File: config.mk
export PLATFORM = sky130hd
export DESIGN_NAME = serial_alu_exec_flat
export DESIGN_NICKNAME = d
export VERILOG_FILES = /design/src/rtl/serial_alu_exec_if.sv /design/src/rtl/serial_alu_exec.sv /design/src/flat_wrapper.sv
export SDC_FILE = /design/constraint.sdc
export NUM_CORES = 1
export LEC_CHECK = 0
export CAP_MARGIN = 5
export CORE_ASPECT_RATIO = 1.2
export CORE_MARGIN = 1.5
export CORE_UTILIZATION = 24
export CTS_CLUSTER_SIZE = 30
export DETAILED_ROUTE_END_ITERATION = 10
export GPL_TIMING_DRIVEN = 1
export PLACE_DENSITY = 0.41
export SLEW_MARGIN = 20
export SYNTH_ARGS = -nofsm -noshare
export SYNTH_HDL_FRONTEND = slang
export SYNTH_SLANG_ARGS = --single-unit
File: constraint.sdc
create_clock -name clk -period 1.9 [get_ports clk]
set_clock_uncertainty 0.05 [all_clocks]
set_input_delay 0.285 -clock clk [delete_from_list [all_inputs] [get_ports clk]]
set_output_delay 0.285 -clock clk [all_outputs]
set_load 0.01 [all_outputs]
File: src/rtl/serial_alu_exec_if.sv
// serial_alu_exec_if
//   Operand/result bundle between an operation source and serial_alu_exec.
//
//   Ports:
//     in_valid, A, B, OP : operation offered by the source
//     in_ready           : serial_alu_exec can take an operation
//     out_valid, Y       : result offered by serial_alu_exec
//     out_ready          : sink takes Y
//
//   Modports: master = operation source / result sink, slave = the execution unit.
interface serial_alu_exec_if #(
  parameter int WIDTH = 5
);
  logic             in_valid;
  logic             in_ready;
  logic [WIDTH-1:0] A;
  logic [WIDTH-1:0] B;
  logic             OP;
  logic             out_valid;
  logic             out_ready;
  logic [WIDTH:0]   Y;

  modport master (
    output in_valid, A, B, OP, out_ready,
    input  in_ready, out_valid, Y
  );

  modport slave (
    input  in_valid, A, B, OP, out_ready,
    output in_ready, out_valid, Y
  );
endinterface

File: src/rtl/serial_alu_exec.sv
// serial_alu_exec
//   Bit-serial add/subtract unit. An operation (A, B, OP) is taken in IDLE,
//   computed LSB-first one bit per clock over WIDTH cycles in CALC, and the
//   {carry, sum} result is held in DONE until the sink takes it. op_count
//   counts consumed results and wraps.
//
//   Ports:
//     clk       : clock, rising edge
//     reset     : asynchronous active-low reset
//     bus       : serial_alu_exec_if.slave (in_valid/in_ready/A/B/OP,
//                 out_valid/out_ready/Y)
//     op_count  : consumed-result counter, wraps modulo 2^CNT_W
//     dbg_state : current FSM state (0 = IDLE, 1 = CALC, 2 = DONE)
//
//   Handshake: a transfer happens on a rising edge where valid and ready are
//   both high. in_ready depends only on state (never on in_valid); out_valid
//   and Y stay constant from the rise of out_valid until the transfer edge.
//   The unit never accepts and delivers on the same edge.
//
//   WIDTH must be at least 2.
module serial_alu_exec #(
  parameter int WIDTH = 5,
  parameter int CNT_W = 8
) (
  input  logic             clk,
  input  logic             reset,
  serial_alu_exec_if.slave bus,
  output logic [CNT_W-1:0] op_count,
  output logic [1:0]       dbg_state
);

  localparam int IDX_W = (WIDTH > 1) ? $clog2(WIDTH) : 1;

  typedef enum logic [1:0] {
    IDLE = 2'd0,
    CALC = 2'd1,
    DONE = 2'd2
  } state_t;

  state_t           state;
  logic [WIDTH-1:0] a_sh;
  logic [WIDTH-1:0] b_sh;
  logic [WIDTH-1:0] res_sh;
  logic             op_r;
  logic             carry;
  logic [IDX_W-1:0] idx;
  logic             out_valid_r;
  logic [WIDTH:0]   y_r;

  // One full-adder slice; subtract inverts B and starts with carry = 1.
  logic b_bit;
  logic sum_bit;
  logic carry_nxt;

  always_comb begin
    b_bit     = b_sh[0] ^ op_r;
    sum_bit   = a_sh[0] ^ b_bit ^ carry;
    carry_nxt = (a_sh[0] & b_bit) | (a_sh[0] & carry) | (b_bit & carry);
  end

  always_ff @(posedge clk or negedge reset) begin
    if (!reset) begin
      state       <= IDLE;
      a_sh        <= '0;
      b_sh        <= '0;
      res_sh      <= '0;
      op_r        <= 1'b0;
      carry       <= 1'b0;
      idx         <= '0;
      out_valid_r <= 1'b0;
      y_r         <= '0;
      op_count    <= '0;
    end else begin
      case (state)
        IDLE: begin
          if (bus.in_valid) begin
            a_sh  <= bus.A;
            b_sh  <= bus.B;
            op_r  <= bus.OP;
            carry <= bus.OP;
            idx   <= '0;
            state <= CALC;
          end
        end
        CALC: begin
          a_sh   <= a_sh >> 1;
          b_sh   <= b_sh >> 1;
          res_sh <= {sum_bit, res_sh[WIDTH-1:1]};
          carry  <= carry_nxt;
          idx    <= idx + IDX_W'(1);
          if (idx == IDX_W'(WIDTH - 1)) begin
            // Last bit: assemble Y directly from the current slice so it is
            // ready on the same edge that enters DONE.
            y_r         <= {carry_nxt, sum_bit, res_sh[WIDTH-1:1]};
            out_valid_r <= 1'b1;
            state       <= DONE;
          end
        end
        DONE: begin
          if (bus.out_ready) begin
            out_valid_r <= 1'b0;
            op_count    <= op_count + CNT_W'(1);
            state       <= IDLE;
          end
        end
        default: state <= IDLE;
      endcase
    end
  end

  assign bus.in_ready  = (state == IDLE);
  assign bus.out_valid = out_valid_r;
  assign bus.Y         = y_r;
  assign dbg_state     = state;

endmodule

File: src/flat_wrapper.sv
// flat-port wrapper written by rule: the top's interface ports become plain ports
module serial_alu_exec_flat 
#(
  parameter int WIDTH = 5,
  parameter int CNT_W = 8
)
  (clk, reset, op_count, dbg_state, bus_in_valid, bus_A, bus_B, bus_OP, bus_out_ready, bus_in_ready, bus_out_valid, bus_Y);
  serial_alu_exec_if #(.WIDTH(WIDTH)) bus_i ();
  input  logic clk;
  input  logic reset;
  output logic [CNT_W-1:0] op_count;
  output logic [1:0] dbg_state;
  input wire logic [$bits(bus_i.in_valid)-1:0] bus_in_valid;
  input wire logic [$bits(bus_i.A)-1:0] bus_A;
  input wire logic [$bits(bus_i.B)-1:0] bus_B;
  input wire logic [$bits(bus_i.OP)-1:0] bus_OP;
  input wire logic [$bits(bus_i.out_ready)-1:0] bus_out_ready;
  output wire logic [$bits(bus_i.in_ready)-1:0] bus_in_ready;
  output wire logic [$bits(bus_i.out_valid)-1:0] bus_out_valid;
  output wire logic [$bits(bus_i.Y)-1:0] bus_Y;
  assign bus_i.in_valid = bus_in_valid;
  assign bus_i.A = bus_A;
  assign bus_i.B = bus_B;
  assign bus_i.OP = bus_OP;
  assign bus_i.out_ready = bus_out_ready;
  assign bus_in_ready = bus_i.in_ready;
  assign bus_out_valid = bus_i.out_valid;
  assign bus_Y = bus_i.Y;
  serial_alu_exec #(.WIDTH(WIDTH), .CNT_W(CNT_W)) u_core (.clk(clk), .reset(reset), .bus(bus_i), .op_count(op_count), .dbg_state(dbg_state));
endmodule
==> flow_metrics.py <==
metrics = {
    "sta": {
        "final.setup.tns_ps": 0,
        "rsz0062_at_grt": "false",
        "slew_headroom": 0.597,
        "slew_viol_final": 0,
        "tightest_slew_ps": 603,
        "setup_ws_ps": 105,
        "setup_viol": 0,
        "hold_viol": 0,
        "fin_crit_ps": 1800,
        "fmax_mhz": 557,
        "min_period_over_period": 0.945,
    },
    "pwr": {
        "ir_worst_vdd_uv": 409,
        "sequentialPowerShare": 0.409,
        "power.switching_uw": 1040,
        "power_frac_comb": 0.412,
        "p_int_uw": 2060,
        "p_leak_uw": 0.000987,
        "power_switching_share": 0.337,
        "clock_power_share": 0.179,
        "power.total_uw": 3100,
        "p_per_area_nw_per_um2": 1430,
    },
    "global_route": {
        "grt_overflow": 0,
        "grt_antenna_before_repair": 0,
        "grt_pass1_wl_mm": 5.83,
        "grt_max_degree": 37,
        "grt_util_all_layers": 0.105,
        "first_global_vias": 1133,
    },
    "logic_synthesis": {
        "synth.area.top_cells": "dfrtp_1 (55%), nand2_1 (4.6%), o21ai_1 (4.3%)",
        "synth_top_area_cell": "dfrtp_1",
        "ys.flop_type": "dfrtp_1",
        "async_flop_share": 1.00,
        "ys_types": 33,
        "synth_top_area_frac": 0.554,
        "ys_ff_latch": 36,
        "ys_warn_count": 0,
        "syn_inst": 138,
        "synth_common_cells": "dfrtp_1 (36), nand2_1 (20), o21ai_1 (14)",
        "synth_nets": 157,
        "synth_most_common_cell": "dfrtp_1",
        "syn_area_per_cell_um2": 11.8,
        "yosysSeqAreaShare": 0.554,
        "synth_area_um2": 1630,
        "synth_edf_count": 0,
    },
    "run": {
        "drv_cap": 0,
    },
    "setup_path": {
        "start_kind": "flop",
        "worst_setup_path_end_kind": "output port",
        "worstPathMaxFanout": 6,
        "cp_slowest_cell": "clkdlybuf4s50_1",
        "crit_arrival_ps": 1460,
        "cp.required_ps": 1560,
        "critical-path-max-stage-delay_ps": 560,
        "criticalPathCategory": "flop to output port",
        "path_cells": "nor2_2 -> clkdlybuf4s50_1",
    },
    "final_layout": {
        "fillers": 686,
        "drive_above_1_share": 0.160,
        "instances_no_fill": 266,
        "areaGrowthSynthToFinish_pct": 33.7,
        "ff_latch_area_um2": 903,
        "postLayoutCellArea_um2": 2170,
        "final_net_count": 199,
        "antenna_cells": 0,
        "multi_input_area_um2": 657,
    },
    "detailed_routing": {
        "drt_iter0_drc": 64,
        "antenna_left": 0,
        "drcViolationCount": 0,
        "vias": 1136,
        "drtPass1Iterations": 4,
        "routed_via_density": 4.27,
        "wirelength_mm": 3.36,
        "wire_per_inst_um": 12.6,
    },
    "clock_tree": {
        "htree_levels": 2,
        "cts_buffer_depth": 2,
        "cts_buffers": 5,
        "root_buffer": "clkbuf_8",
        "cts_tree": "built",
        "clock_latency_ps": 280,
        "clk_pin_slew_worst_paths_ps": 70,
        "clkSinkCount": 36,
    },
    "floorplanning": {
        "core_area_um2": 6490,
        "row_count": 32,
        "die_w_um": 78.2,
        "start_util": 0.251,
        "dieArea_um2": 7280,
        "pin_count": 33,
        "die_h_um": 93.2,
    },
    "run_status": {
        "status": "completed",
    },
    "min_path": {
        "hold_path_class": "input pin to asynchronous set/reset pin",
    },
    "placement": {
        "io_buffers": 32,
        "dpl.cell_count": 252,
        "dpl.hpwl_mm": 2.33,
        "place_ws_ps": 52.7,
        "placed_area_um2": 2040,
        "gp_congestion": 0.768,
    },
}
[flip-flops by register name, summed over array words and instances (netlist names)]
name                  count
u_core.op_count           8
u_core.bus.Y              6
u_core.a_sh               5
u_core.b_sh               5
u_core.res_sh             4
u_core.idx                3
u_core.dbg_state          2
u_core.bus.out_valid      1
u_core.carry              1
u_core.op_r               1
[layout make-up]
class,count,area share
flip-flops and latches,36,0.415
multi-input cells,89,0.302
repair buffers,42,0.182
well taps,85,0.0489
clock buffers,8,0.0414
inverters,6,0.0104
[final timing paths]
check | cells past startpoint | slack, ps | from | to
max | 2 | 100 | u_core.dbg_state[1]$_DFFE_PN0P_ | bus_in_ready
max in group asynchronous | 2 | 1070 | reset | u_core.dbg_state[0]$_DFFE_PN0P_
min | 2 | 380 | reset | u_core.bus.Y[2]$_DFFE_PN0P_
min in group clk | 1 | 420 | u_core.op_count[7]$_DFFE_PN0P_ | u_core.op_count[7]$_DFFE_PN0P_
min reg2reg | 1 | 420 | u_core.op_count[7]$_DFFE_PN0P_ | u_core.op_count[7]$_DFFE_PN0P_
max reg2reg | 4 | 320 | u_core.dbg_state[0]$_DFFE_PN0P_ | u_core.b_sh[0]$_DFFE_PN0P_
[power groups by stage]
| stage | combinational [uW] | clock, uW | sequential [uW] |
|---|---|---|---|
| floorplan | 792 | 0 | 1270 |
| global placement | 1190 | 0 | 1300 |
| detailed placement | 1210 | 0 | 1310 |
| CTS | 1210 | 578 | 1300 |
| finish | 1280 | 556 | 1270 |
| global route | 1440 | 633 | 1300 |
[critical path: cells and delay by family, from the launching register on]
kind,cells,cell delay (ps)
buffers and inverters,1,560
DFF,1,450
and+or+nand+nor,1,170
[kinds of logic (layout without fill, tap and decap cells)]
logic type,after synthesis,after routing,share of synthesized area
adder cells (fa/ha/maj),4,4,0.0354
buffers and inverters,13,56,0.0423
multiplexers,10,10,0.0761
flip-flops,36,36,0.554
XOR/XNOR,8,8,0.0431
AO/OA/AOI/OAI,30,30,0.117
AND/OR/NAND/NOR,37,37,0.132
[what timing repair did]
action	in CTS	in global routing
hold buffers	0	0
resized for setup	2	0
endpoints found under the hold margin	0	0
setup buffers	0	6
endpoints found under the setup margin	2	1
cloned	0	0
[routing by layer]
layer,track usage,up-vias,share of wire
met5,0,-,0
met4,0.0402,0,0.017
met3,0.0361,7,0.057
met2,0.155,29,0.45
met1,0.140,546,0.48
li1,-,554,-
[through the flow]
step                      hold WS, ps  utilization
after global routing              427        0.335
final                             378        0.335
after CTS                         398        0.328
after global placement            405        0.314
after detailed placement          412        0.314
after floorplan                 -60.6            -
[cells in the final DEF (no fill, tap or decap)]
cell type        synthesis  final
a21oi_1                  1      1
a22o_1                   1      1
a22oi_1                  8      8
a2bb2oi_1                1      1
a31oi_1                  1      1
a32o_1                   1      1
and3_1                   1      1
and4b_1                  1      1
buf_4                    0     10
clkbuf_1                 1      2
clkbuf_8                 0      6
clkdlybuf4s50_1          0     32
dfrtp_1                 36     34
dfrtp_2                  0      2
fa_1                     1      1
ha_1                     3      3
inv_1                    6      6
mux2_1                   5      5
mux2_2                   2      2
mux2_4                   3      3
nand2_1                 20     20
nand2b_1                 2      2
nand3_1                  3      3
nand3b_4                 1      1
nand4_1                  1      1
nand4b_4                 1      1
nor2_1                   2      2
nor2_2                   1      1
nor2b_1                  2      2
nor3_2                   2      2
o21ai_0                  2      2
o21ai_1                 14     14
o21bai_2                 1      1
xnor2_1                  4      4
xor2_1                   4      4
Note: power is estimated with default switching activity, not from simulation.
